**src/rtl/game_pkg.sv**
```systemverilog
// Shared game constants: screen geometry, colour palette and plotter FSM encoding.
package game_pkg;

  localparam int unsigned H_RES    = 160;
  localparam int unsigned V_RES    = 120;
  localparam int unsigned COLOUR_W = 3;
  localparam int unsigned X_W      = 8;
  localparam int unsigned Y_W      = 7;

  localparam logic [COLOUR_W-1:0] BG_COLOUR   = 3'b000;
  localparam logic [COLOUR_W-1:0] WALL_COLOUR = 3'b010;
  localparam logic [COLOUR_W-1:0] DUDE_COLOUR = 3'b110;
  localparam logic [COLOUR_W-1:0] MENU_COLOUR = 3'b001;

  typedef enum logic [1:0] {
    ST_IDLE  = 2'd0,
    ST_SCAN  = 2'd1,
    ST_FLUSH = 2'd2,
    ST_DONE  = 2'd3
  } plot_state_e;

endpackage

```
**src/rtl/frame_plotter_raster_counter.sv**
```systemverilog
// Raster x/y scan counter: x wraps at the line end and carries into y; last flags the final pixel.
module raster_counter
  import game_pkg::*;
(
  input  logic           clk,
  input  logic           resetn,
  input  logic           clr,
  input  logic           en,
  output logic [X_W-1:0] x,
  output logic [Y_W-1:0] y,
  output logic           last
);

  logic [X_W-1:0] x_q, x_d;
  logic [Y_W-1:0] y_q, y_d;
  logic           x_end, y_end;

  assign x_end = (x_q == X_W'(H_RES - 1));
  assign y_end = (y_q == Y_W'(V_RES - 1));

  // Clear wins over enable; the last pixel wraps both counters back to the origin.
  always_comb begin
    x_d = x_q;
    y_d = y_q;
    if (clr) begin
      x_d = '0;
      y_d = '0;
    end else if (en) begin
      if (x_end) begin
        x_d = '0;
        y_d = y_end ? '0 : y_q + Y_W'(1);
      end else begin
        x_d = x_q + X_W'(1);
      end
    end
  end

  always_ff @(posedge clk) begin
    if (!resetn) begin
      x_q <= '0;
      y_q <= '0;
    end else begin
      x_q <= x_d;
      y_q <= y_d;
    end
  end

  assign x    = x_q;
  assign y    = y_q;
  assign last = x_end & y_end;

endmodule

```
**src/rtl/frame_plotter.sv**
```systemverilog
// Raster-scan frame writer: queries the datapath for every pixel and emits one VGA plot per pixel.
module frame_plotter
  import game_pkg::*;
(
  input  logic                clk,
  input  logic                resetn,
  input  logic                start,
  input  logic                game_mode,
  output logic [X_W-1:0]      q_x,
  output logic [Y_W-1:0]      q_y,
  input  logic                is_wall,
  input  logic                is_dude,
  output logic [X_W-1:0]      vga_x,
  output logic [Y_W-1:0]      vga_y,
  output logic [COLOUR_W-1:0] vga_colour,
  output logic                vga_plot,
  output logic                busy,
  output logic                done
);

  plot_state_e         state_q, state_d;
  logic                mode_q, mode_d;
  logic                cnt_clr, cnt_en, cnt_last;
  logic [COLOUR_W-1:0] colour_c;

  logic [X_W-1:0]      vga_x_q, vga_x_d;
  logic [Y_W-1:0]      vga_y_q, vga_y_d;
  logic [COLOUR_W-1:0] vga_colour_q, vga_colour_d;
  logic                vga_plot_q, vga_plot_d;
  logic                busy_q, busy_d;
  logic                done_q, done_d;

  raster_counter u_raster (
    .clk    (clk),
    .resetn (resetn),
    .clr    (cnt_clr),
    .en     (cnt_en),
    .x      (q_x),
    .y      (q_y),
    .last   (cnt_last)
  );

  // Player drawn over walls; menu mode ignores the datapath entirely.
  always_comb begin
    colour_c = BG_COLOUR;
    if (!mode_q)      colour_c = MENU_COLOUR;
    else if (is_dude) colour_c = DUDE_COLOUR;
    else if (is_wall) colour_c = WALL_COLOUR;
  end

  always_comb begin
    state_d      = state_q;
    mode_d       = mode_q;
    cnt_clr      = 1'b0;
    cnt_en       = 1'b0;
    vga_x_d      = vga_x_q;
    vga_y_d      = vga_y_q;
    vga_colour_d = vga_colour_q;
    vga_plot_d   = 1'b0;
    case (state_q)
      ST_IDLE: begin
        if (start) begin
          state_d = ST_SCAN;
          mode_d  = game_mode;
          cnt_clr = 1'b1;
        end
      end
      ST_SCAN: begin
        cnt_en       = 1'b1;
        vga_x_d      = q_x;
        vga_y_d      = q_y;
        vga_colour_d = colour_c;
        vga_plot_d   = 1'b1;
        if (cnt_last) state_d = ST_FLUSH;
      end
      // The last pixel's plot is on the outputs during this state.
      ST_FLUSH: state_d = ST_DONE;
      ST_DONE:  state_d = ST_IDLE;
      default:  state_d = ST_IDLE;
    endcase
    busy_d = (state_d != ST_IDLE);
    done_d = (state_d == ST_DONE);
  end

  always_ff @(posedge clk) begin
    if (!resetn) begin
      state_q      <= ST_IDLE;
      mode_q       <= 1'b0;
      vga_x_q      <= '0;
      vga_y_q      <= '0;
      vga_colour_q <= '0;
      vga_plot_q   <= 1'b0;
      busy_q       <= 1'b0;
      done_q       <= 1'b0;
    end else begin
      state_q      <= state_d;
      mode_q       <= mode_d;
      vga_x_q      <= vga_x_d;
      vga_y_q      <= vga_y_d;
      vga_colour_q <= vga_colour_d;
      vga_plot_q   <= vga_plot_d;
      busy_q       <= busy_d;
      done_q       <= done_d;
    end
  end

  assign vga_x      = vga_x_q;
  assign vga_y      = vga_y_q;
  assign vga_colour = vga_colour_q;
  assign vga_plot   = vga_plot_q;
  assign busy       = busy_q;
  assign done       = done_q;

endmodule
```
**config.mk**
```make
export PLATFORM = sky130hd
export DESIGN_NAME = frame_plotter
export DESIGN_NICKNAME = d
export VERILOG_FILES = /design/src/rtl/game_pkg.sv /design/src/rtl/frame_plotter_raster_counter.sv /design/src/rtl/frame_plotter.sv
export SDC_FILE = /design/constraint.sdc
export NUM_CORES = 1
export LEC_CHECK = 0
export ABC_CLOCK_PERIOD_IN_PS = 3050
export BUFFER_PORTS_ARGS = -buffer_cell sky130_fd_sc_hd__buf_4
export CORE_ASPECT_RATIO = 0.7
export CORE_MARGIN = 8
export CORE_UTILIZATION = 35
export DETAILED_ROUTE_END_ITERATION = 12
export HOLD_SLACK_MARGIN = 0.05
export SYNTH_ARGS = -nofsm -noshare
export SYNTH_HDL_FRONTEND = slang
export SYNTH_SLANG_ARGS = --single-unit
```
**constraint.sdc**
```tcl
create_clock -name clk -period 3.05 [get_ports clk]
set_input_delay 0.305 -clock clk [delete_from_list [all_inputs] [get_ports clk]]
set_output_delay 0.305 -clock clk [all_outputs]
set_load 0.01 [all_outputs]
```
# After elaboration in Yosys (flattened, before gate mapping)
# Cells that the tools add are included.
# W data, S select, Z words.
dict set report op_classes {
  n_addsub 2
  n_eq_ne 6
  mux 11
  n_bitwise 2
  n_reduce_logical 5
}
# cell n
set op_table {}
lappend op_table {{$add A8 B1 Y8 const B} 1}
lappend op_table {{$eq A8 B8 Y1 const B} 1}
lappend op_table {{$mux W8} 1}
lappend op_table {{$pmux W2 S4} 1}
lappend op_table {{$add A7 B1 Y7 const B} 1}
lappend op_table {{$eq A7 B7 Y1 const B} 1}
lappend op_table {{$mux W7} 1}
lappend op_table {{$eq A2 B2 Y1 const B} 3}
lappend op_table {{$mux W2} 3}
lappend op_table {{$mux W3} 2}
lappend op_table {{$reduce_and A2 Y1} 2}
lappend op_table {{$mux W1} 3}
lappend op_table {{$eq A2 B1 Y1 const B} 1}
lappend op_table {{$logic_not A2 Y1} 1}
lappend op_table {{$reduce_bool A2 Y1} 1}
lappend op_table {{$reduce_or A2 Y1} 1}
lappend op_table {{$and A1 B1 Y1} 1}
lappend op_table {{$not A1 Y1} 1}
dict set report totals {
  regBits 39
  word_cells 36
}

# Longest topological paths before layout
# Gate-level depths: netlist of run 1.
dict set report logic_depth {
  word_depth 5
  depth_mapped 5
  mapped_depth_nobuf 5
}

# Hierarchy
# From an unflattened synthesis of run 1, not the netlist that was laid out.
dict set report unflattened {
  cells_unflattened 186
  area_unflattened_um2 1710.4
}
# module instances cells_per_inst area_per_inst_um2 seq_area_each_um2
set by_module_without_submodules {}
lappend by_module_without_submodules {frame_plotter 1 102 940.9 480.5}
lappend by_module_without_submodules {raster_counter 1 84 769.5 300.3}

# Worst setup path after synthesis of run 1
# No wires, ideal clock.
dict set report synth_path {
  path_kind {register to register}
  startpoint {register u_raster.y_q[0], in the netlist u_raster.y[0]}
  endpoint {register state_q[0]}
  t_arrival_ns 1.319
  required_time_ns 2.935
  slack_ns 1.616
  path_stages_with_launch 6
  path_buffers 0
  cell_sequence {dfxtp_1 > ha_1 > nand4_1 > nor3b_1 > nand3_1 > and2_1}
}
dict set report synth_via {
  elab_chain_cells 4
}
# item line
set synth_lines {}
lappend synth_lines {{start, declared} frame_plotter_raster_counter.sv:15} ;# logic [Y_W-1:0] y_q, y_d;
lappend synth_lines {{start signal, assigned} frame_plotter_raster_counter.sv:44} ;# y_q <= y_d;
lappend synth_lines {{$eq A7 B7 Y1} frame_plotter_raster_counter.sv:19} ;# assign y_end = (y_q == Y_W'(V_RES - 1));
lappend synth_lines {{$and A1 B1 Y1} frame_plotter_raster_counter.sv:50} ;# assign last = x_end & y_end;
lappend synth_lines {{$mux W2} frame_plotter.sv:74} ;# if (cnt_last) state_d = ST_FLUSH;
lappend synth_lines {{$pmux W2 S4} frame_plotter.sv:60} ;# case (state_q)
lappend synth_lines {{end signal, assigned} frame_plotter.sv:96} ;# state_q <= state_d;
lappend synth_lines {{end, declared} frame_plotter.sv:21} ;# plot_state_e state_q, state_d;
# No other way between the ends.
# A chain may end at the register's enable or synchronous reset.

# Final worst setup path of run 1
dict set report layout_path {
  startpoint {register u_raster.x_q[5], in the netlist u_raster.x[5]}
  endpoint {register u_raster.y_q[1], in the netlist u_raster.y[1]}
}
dict set report layout_via {
  elab_chain_cells 2
}
# item line
set layout_lines {}
lappend layout_lines {{start, declared} frame_plotter_raster_counter.sv:14} ;# logic [X_W-1:0] x_q, x_d;
lappend layout_lines {{start signal, assigned} frame_plotter_raster_counter.sv:40} ;# x_q <= '0;
lappend layout_lines {{start signal, assigned} frame_plotter_raster_counter.sv:43} ;# x_q <= x_d;
lappend layout_lines {{$eq A8 B8 Y1} frame_plotter_raster_counter.sv:18} ;# assign x_end = (x_q == X_W'(H_RES - 1));
lappend layout_lines {{$reduce_and A2 Y1 (no line)} -}
# No other way between the ends.

==> impl_metrics.csv, run 1 <==
group,metric,value,unit
outcome,outcome,"finished clean",
yosys,synthCells,179,
route,wl,3940,um
clock_tree,clk_path_buf_depth,2,
route,highest_layer,"met4",
sta,grt_setup_unrepaired,"no",
route,wl_met1,2100,um
clock_tree,path_clk_slew,70,ps
power_and_ir_drop,power.total,895,uW
yosys,synth_area_leaders,"dfxtp_1, nand2_1, a21oi_1",
yosys,syn_area,1610,um2
grt,groute.usage.overall,11.6,%
yosys,synth_ff_type,"dfxtp_1",
clock_tree,cts_root_buf,"clkbuf_8",
yosys,async_flop_share,0,%
placed_design,dp_cells,267,
sta,fin_crit_sh,59.4,%
yosys,syn_nets,187,
sta,max_slew_margin,38.3,%
worst_hold_path,hp-class,"in2reg",
yosys,ys_ff_latch,39,
yosys,ys_warn_count,0,
cells_and_area,antenna_cells,0,
yosys,syn_avg_cell_area,9.01,um2
cells_and_area,final_area,2010,um2
grt,grt_pass1_vias,1331,
setup_path,path_cells,"nand4bb_1, nor3_4, mux2i_1, nor2_1",
sta,tns,0,ps
route,firstDrtPassIters,4,
floorplan,num_rows,20,
placed_design,globalplace.congestion,0.804,
clock_tree,post_cts_resized,0,
cells_and_area,area_growth_syn_to_layout,24.7,%
power_and_ir_drop,peakVddDrop,0.203,mV
grt,antenna_found_initial,0,
sta,hold_viol,0,
grt,grt_pass1_wl,6610,um
cells_and_area,nFillCells,449,
setup_path,cp.required,3210,ps
sta,finalCriticalPeriod,1810,ps
clock_tree,cts_tree,"yes",
floorplan,ios,42,
placed_design,pre_cts_ws,1240,ps
grt,grt_overflow_total,0,
setup_path,path_max_fanout,8,
floorplan,core_area,4380,um2
route,viasPerCell,4.89,
route,met3WireLength,293,um
clock_tree,clock_sinks,39,
setup_path,path_delay_family,"simple AND/OR/NAND/NOR gates",
sta,clock_skew,4.16,ps
clock_tree,h-tree-depth,2,
route,drc,0,
floorplan,start_util,36.8,%
sta,setup_violations,0,
clock_tree,cts_setup_buffers,0,
setup_path,endpoint_kind,"flop",
route,drt_first_iter_violations,41,
yosys,yosysSeqAreaShare,48.4,%
yosys,yosys.area.top_type_share,48.4,%
setup_path,arrival,1970,ps
yosys,ys_types,34,
cells_and_area,layout.nets,227,
floorplan,die-area,7070,um2
yosys,synth_edf_count,0,
run,cap_violations,0,
clock_tree,postCtsHoldBufs,0,
cells_and_area,post-route-util,45.9,%
power_and_ir_drop,leakagePower,0.814,nW
yosys,yosysTopAreaCell,"dfxtp_1",
placed_design,io_buffers,41,
setup_path,crit_type,"reg2reg",
route,ant_nets,0,
cells_and_area,fin_cells,273,
setup_path,max_stage_delay,570,ps
floorplan,fp.dieW,97.1,um
cells_and_area,drive_gt1_share,25.2,%
placed_design,dp_hpwl,2850,um
route,wl_per_cell,14.4,um
clock_tree,cts_buffers,5,
sta,hold_ws,256,ps
setup_path,critPathSlowestCell,"nand4bb_1",
setup_path,cp_num_buf_inv,0,
sta,clock.fmax,552,MHz
floorplan,fp.dieH,72.8,um
route,vias,1335,
power_and_ir_drop,power.density,445,nW/um2
placed_design,dpl_cell_area,1940,um2
setup_path,worstSetupStartpointType,"flop",
route,met2_length,1510,um
grt,grt_start_max_net_pins,24,
sta,worst_slew_pin_slew,926,ps
sta,drv_slew,0,
sta,setup_slack,1240,ps
clock_tree,clk_latency,290,ps
[layout make-up]
class	count	area (um2)	area share [%]
Tap cell	55	68.8	3.42
Inverter	2	7.51	0.373
Multi-Input combinational cell	129	767	38.1
Timing Repair Buffer	42	315	15.7
Clock buffer	6	72.6	3.61
Sequential cell	39	781	38.8
[worst paths after layout]
path | from | endpoint | slack (ps) | cells after the start
worst max-delay path | u_raster.x[5] | u_raster.y[1] | 1240 | 4
worst min-delay path | game_mode | mode_q | 260 | 3
worst max register to register | u_raster.x[5] | u_raster.y[1] | 1240 | 4
worst min register to register | vga_colour[1] | vga_colour[1] | 450 | 2
[per-layer routing]
layer / GRT usage [%] / vias to the layer above
li1: - / 681
met1: 15.1 / 612
met2: 16.8 / 36
met3: 5.39 / 6
met4: 3.06 / 0
met5: 0 / -
[sequential cells by signal (all words and copies together) (netlist names)]
| signal | count |
|---|---|
| busy | 1 |
| vga_x | 8 |
| vga_colour | 3 |
| state_q | 2 |
| vga_y | 7 |
| mode_q | 1 |
| vga_plot | 1 |
| u_raster.x | 8 |
| u_raster.y | 7 |
| done | 1 |
[kinds of logic after synthesis]
family | after synthesis | synth area share [%]
DFF | 39 | 48.4
and+or+nand+nor | 85 | 29.0
buffers and inverters | 11 | 4.03
muxes | 2 | 1.24
adders and majority gates | 2 | 1.55
AOI/OAI and AO/OA | 30 | 10.3
xor gates and xnor gates | 10 | 5.43
[tightest hold or removal path: cells and delay by family]
kind / cells / cell delay (ps)
simple gates: 1 / 70
mux: 1 / 50
buf+inv: 1 / 80
[synthesized netlist by cell type, types with 2 or more instances]
cell type	count
nand2_1	38
nor3_1	2
inv_1	2
or3_1	2
xnor2_1	9
buf_6	3
nor3b_1	2
o211ai_1	2
ha_1	2
nand3_1	6
dfxtp_1	39
mux2i_1	2
nand4bb_1	2
nand2b_1	3
nand4_1	2
a21oi_1	23
nor4_2	2
clkbuf_1	5
nor2_1	17
nor4_4	2
[where the power goes]
part	internal, mW	switching (mW)	leakage, nW	total, mW
sequential	0.516	0.00645	0.315	0.523
clock	0.152	0.162	0.0371	0.314
combinational	0.0208	0.0375	0.461	0.0583
total	0.690	0.205	0.814	0.895
[cells in the final DEF, fill, tap and decap left out, types with 2 or more instances in the layout]
master     instances
nor4_4             2
buf_4             42
a21oi_1           23
mux2i_1            2
nor4_2             2
nor3b_1            2
nor3_1             2
o211ai_1           2
nand2_1           38
nand4bb_1          2
nand2b_1           3
inv_1              2
nand4_1            2
dfxtp_1           39
nor2_1            17
nand3_1            6
clkbuf_8           5
ha_1               2
or3_1              2
xnor2_1            9
No activity file was read; power rests on OpenSTA's default activity.
==> run 2: changes to the inputs <==
ABC_CLOCK_PERIOD_IN_PS = 1800   (was 3050)
clock period = 1.8 ns   (was 3.05 ns; I/O delays follow)
==> run 2 against run 1 <==
Clock skew grew 2.9 ps. First-iteration DRC count grew 100%. Non-clock buffer count grew 7. Core utilization grew 1.5 points. Sequential share of layout area shrank 1.3 points. Sequential power grew 69%. Setup slack lost 1000 ps. Total power grew 77%. Design area grew 3.4%. Critical endpoint is now u_raster.y[4]. Largest power group unchanged. Highest routed layer unchanged.
==> impl_metrics.csv, run 2 (same netlist as run 1, synthesis figures left out) <==
group,metric,value,unit
setup_path,rr_endpoint,"u_raster.y[4]",
cells_and_area,layout.nets,234,
sta,tns,0,ps
floorplan,fp.dieH,72.8,um
route,firstDrtPassIters,4,
setup_path,worstSetupStartpointType,"flop",
sta,finalCriticalPeriod,1610,ps
route,wl,3910,um
clock_tree,cts_setup_buffers,0,
setup_path,cp-endpoint,"u_raster.y[4]",
worst_hold_path,hp-class,"in2reg",
grt,antenna_found_initial,0,
clock_tree,cts_root_buf,"clkbuf_8",
clock_tree,post_cts_resized,0,
placed_design,dp_cells,274,
power_and_ir_drop,leakagePower,0.856,nW
setup_path,startpoint,"u_raster.y[0]",
setup_path,arrival,1780,ps
cells_and_area,area_growth_syn_to_layout,28.9,%
sta,hold_viol,0,
grt,grt_pass1_vias,1358,
clock_tree,path_clk_slew,80,ps
route,wl_per_cell,13.9,um
sta,max_slew_margin,75.2,%
grt,grt_start_max_net_pins,14,
route,vias,1376,
setup_path,cp.required,1970,ps
grt,grt_overflow_total,0,
floorplan,fp.dieW,97.1,um
setup_path,endpoint_kind,"flop",
setup_path,reg2reg_from,"u_raster.y[0]",
clock_tree,clk_latency,280,ps
floorplan,core_area,4380,um2
cells_and_area,final_common_cell,"buf_4",
power_and_ir_drop,peakVddDrop,0.360,mV
clock_tree,clock_sinks,39,
clock_tree,clk_path_buf_depth,2,
grt,groute.usage.overall,11.5,%
sta,drv_slew,0,
cells_and_area,drive_gt1_share,28.3,%
sta,clock_skew,7.03,ps
floorplan,start_util,36.8,%
setup_path,crit_type,"reg2reg",
clock_tree,cts_buffers,5,
setup_path,r2r_slack,190,ps
sta,grt_setup_unrepaired,"no",
grt,grt_pass1_wl,6720,um
floorplan,die-area,7070,um2
cells_and_area,antenna_cells,0,
setup_path,path_cells,"ha_1, nand4_1, nor3b_1, a21o_1, nor2_1",
clock_tree,postCtsHoldBufs,0,
setup_path,path_max_fanout,5,
sta,setup_violations,0,
route,drt_first_iter_violations,84,
setup_path,critPathSlowestCell,"dfxtp_1",
power_and_ir_drop,power.density,763,nW/um2
cells_and_area,final_cell_mix,"buf_4, dfxtp_1, nand2_1",
route,ant_nets,0,
setup_path,ff2ff_path_depth,5,
route,viasPerCell,4.90,
clock_tree,h-tree-depth,2,
floorplan,ios,42,
floorplan,num_rows,20,
run,cap_violations,0,
sta,worst_slew_pin_slew,370,ps
setup_path,max_stage_delay,430,ps
placed_design,dp_hpwl,2950,um
clock_tree,cts_tree,"yes",
route,drc,0,
cells_and_area,fin_cells,281,
sta,fin_crit_sh,89.3,%
placed_design,globalplace.congestion,0.811,
outcome,outcome,"finished clean",
placed_design,io_buffers,41,
sta,clock.fmax,622,MHz
==> run 2: where the power goes <==
part	total, mW	switching [mW]	internal [mW]
Clock	0.588	0.288	0.301
Sequential	0.885	0.0102	0.875
Combinational	0.114	0.0663	0.0473
==> run 2: routing by layer <==
layer,global-route usage (%),vias to the layer above,routed length (um)
li1,-,697,-
met3,5.58,2,379
met5,0,-,0
met4,3.06,0,16
met1,14.8,636,1960
met2,16.5,41,1550
==> run 2: area by class of cell <==
class	instances	area, um2
Multi-Input combinational cell	129	767
Inverter	2	7.51
Clock buffer	6	82.6
Clock inverter	1	5.00
Fill cell	434	2300
Sequential cell	39	781
Timing Repair Buffer	49	368
Tap cell	55	68.8
==> run 2: worst min-delay path by stage <==
| stage | from | end | slack, ps | cells past startpoint |
|---|---|---|---|---|
| 6_report | game_mode | mode_q | 140 | 3 |
| 5_1_grt | game_mode | mode_q | 170 | 3 |
| 4_1_cts | game_mode | mode_q | 130 | 3 |
| 3_5_place_dp | game_mode | mode_q | 430 | 3 |
| 3_3_place_gp | game_mode | mode_q | 420 | 3 |
| 2_1_floorplan | game_mode | mode_q | 330 | 2 |
==> run 2: critical path, delay by kind of cell, from the launching register on <==
kind	cells	cell delay, ps
compound gates	1	240
fa+ha+maj	1	220
flops	1	430
simple gates	3	610
==> run 2: metrics by stage <==
step / setup WS [ps] / area (um2) / util, % / hold slack, ps / power, mW
global placement: 262 / 1990 / 45.5 / 422 / 1.02
global route: 9.38 / 2080 / 47.5 / 165 / 1.66
floorplan: 366 / 1610 / - / 327 / 0.966
detailed placement: 219 / 1990 / 45.5 / 429 / 1.02
CTS: 192 / 2080 / 47.5 / 131 / 1.61
finish: 193 / 2080 / 47.5 / 136 / 1.59
==> run 3: changes to the inputs <==
PLACE_DENSITY = 0.59   (was default)
TNS_END_PERCENT = 20   (was default)
==> run 3 against run 2 <==
Wire length up 1.8%. Clock skew down 3.7 ps. Highest routed layer unchanged. Via count down 2.1%. Critical endpoint is now u_raster.y[0]. Flip-flop and latch count unchanged. Global-route usage up 0.75 points. Design area down 0.12%.
==> impl_metrics.csv, run 3 (same netlist as run 1, synthesis figures left out) <==
group,metric,value,unit
clock_tree,cts_tree,"yes",
floorplan,fp.dieW,97.1,um
cells_and_area,final_common_cell,"buf_4",
route,drc,0,
route,viasPerCell,4.79,
power_and_ir_drop,peakVddDrop,0.434,mV
cells_and_area,drive_gt1_share,28.3,%
route,ant_nets,0,
outcome,outcome,"finished clean",
sta,tns,0,ps
power_and_ir_drop,leakagePower,0.851,nW
placed_design,globalplace.congestion,0.818,
grt,met2_usage,18.0,%
clock_tree,cts_setup_buffers,0,
cells_and_area,post-route-util,47.4,%
floorplan,fp.dieH,72.8,um
grt,groute.usage.overall,12.3,%
power_and_ir_drop,power.density,740,nW/um2
route,vias,1347,
setup_path,path_max_fanout,8,
sta,hold_ws,129,ps
route,firstDrtPassIters,4,
run,cap_violations,0,
grt,busiest_layer,"met2",
clock_tree,clk_latency,290,ps
clock_tree,cts_root_buf,"clkbuf_8",
sta,grt_setup_unrepaired,"no",
floorplan,die-area,7070,um2
worst_hold_path,hp-class,"in2reg",
sta,worst_slew_pin_slew,327,ps
route,wl,3980,um
grt,grt_util_met1,14.9,%
clock_tree,clk_path_buf_depth,2,
setup_path,endpoint_kind,"flop",
cells_and_area,antenna_cells,0,
sta,setup_violations,0,
placed_design,dp_hpwl,2960,um
route,drt_first_iter_violations,39,
clock_tree,postCtsHoldBufs,0,
grt,grt_overflow_total,0,
grt,grt_pass1_vias,1425,
cells_and_area,layout.nets,235,
floorplan,ios,42,
sta,hold_viol,0,
grt,grt_use_met3,6.05,%
cells_and_area,final_cell_mix,"buf_4, dfxtp_1, nand2_1",
setup_path,worstSetupStartpointType,"flop",
sta,fin_crit_sh,88.4,%
placed_design,io_buffers,41,
clock_tree,post_cts_resized,0,
floorplan,start_util,36.8,%
sta,clock.fmax,628,MHz
floorplan,core_area,4380,um2
clock_tree,clock_sinks,39,
setup_path,crit_type,"reg2reg",
grt,antenna_found_initial,0,
setup_path,cp.required,1980,ps
sta,drv_slew,0,
clock_tree,cts_buffers,5,
sta,max_slew_margin,78.2,%
grt,grt_pass1_wl,6940,um
sta,finalCriticalPeriod,1590,ps
setup_path,arrival,1770,ps
sta,clock_skew,3.36,ps
clock_tree,h-tree-depth,2,
clock_tree,path_clk_slew,70,ps
route,wl_per_cell,14.2,um
cells_and_area,area_growth_syn_to_layout,28.8,%
floorplan,num_rows,20,
grt,grt_start_max_net_pins,14,
-- run 3: cell types whose count changed in the layout (fill, tap and decap cells not counted) --
cell      previous run  this run
buf_4               49        50
clkbuf_1             0         1
clkbuf_8             6         5
clkinv_2             1         0
nor3b_1              2         1
nor3b_2              0         1
-- run 3: report_power, final --
part           internal, mW  total, mW  switching, mW  leakage (nW)
combinational        0.0491      0.114         0.0653         0.498
sequential            0.875      0.886         0.0106         0.315
clock                 0.258      0.538          0.280        0.0371
-- run 3: through the flow --
stage / instance area, um2 / worst slack (ps) / total power, mW / cells
after CTS: 2070 / 138 / 1.56 / 281
final: 2080 / 208 / 1.54 / 281
after global placement: 2000 / 266 / 1.02 / 275
after floorplan: 1610 / 366 / 0.966 / 179
after detailed placement: 2000 / 163 / 1.02 / 275
after global routing: 2080 / 39.0 / 1.62 / 281
-- run 3: path summary, 6_finish.rpt --
path | startpoint | to | slack (ps) | cells past startpoint
setup / recovery | u_raster.x[1] | u_raster.y[0] | 210 | 5
hold / removal | game_mode | mode_q | 130 | 3
setup reg to reg | u_raster.x[1] | u_raster.y[0] | 210 | 5
hold reg to reg | vga_colour[1] | vga_colour[1] | 450 | 2
-- run 3: cell type report --
cell class | count | area [um2]
Sequential cell | 39 | 781
Timing Repair Buffer | 50 | 375
Multi-Input combinational cell | 129 | 772
Inverter | 2 | 7.51
Tap cell | 55 | 68.8
Clock buffer | 6 | 72.6
Fill cell | 445 | 2300
-- run 3: metal layers --
metal  wire length [um]  vias up
met5                  0        -
met1               1960      608
li1                   -      697
met3                394        7
met4                 60        0
met2               1560       35
-- run 3: critical path, stage by stage, from the launching register on --
cell     delay [ps]
dfxtp_1         420
ha_1            300
nand2_4         140
nor3_4          330
a21o_1          230
nor2_1           70
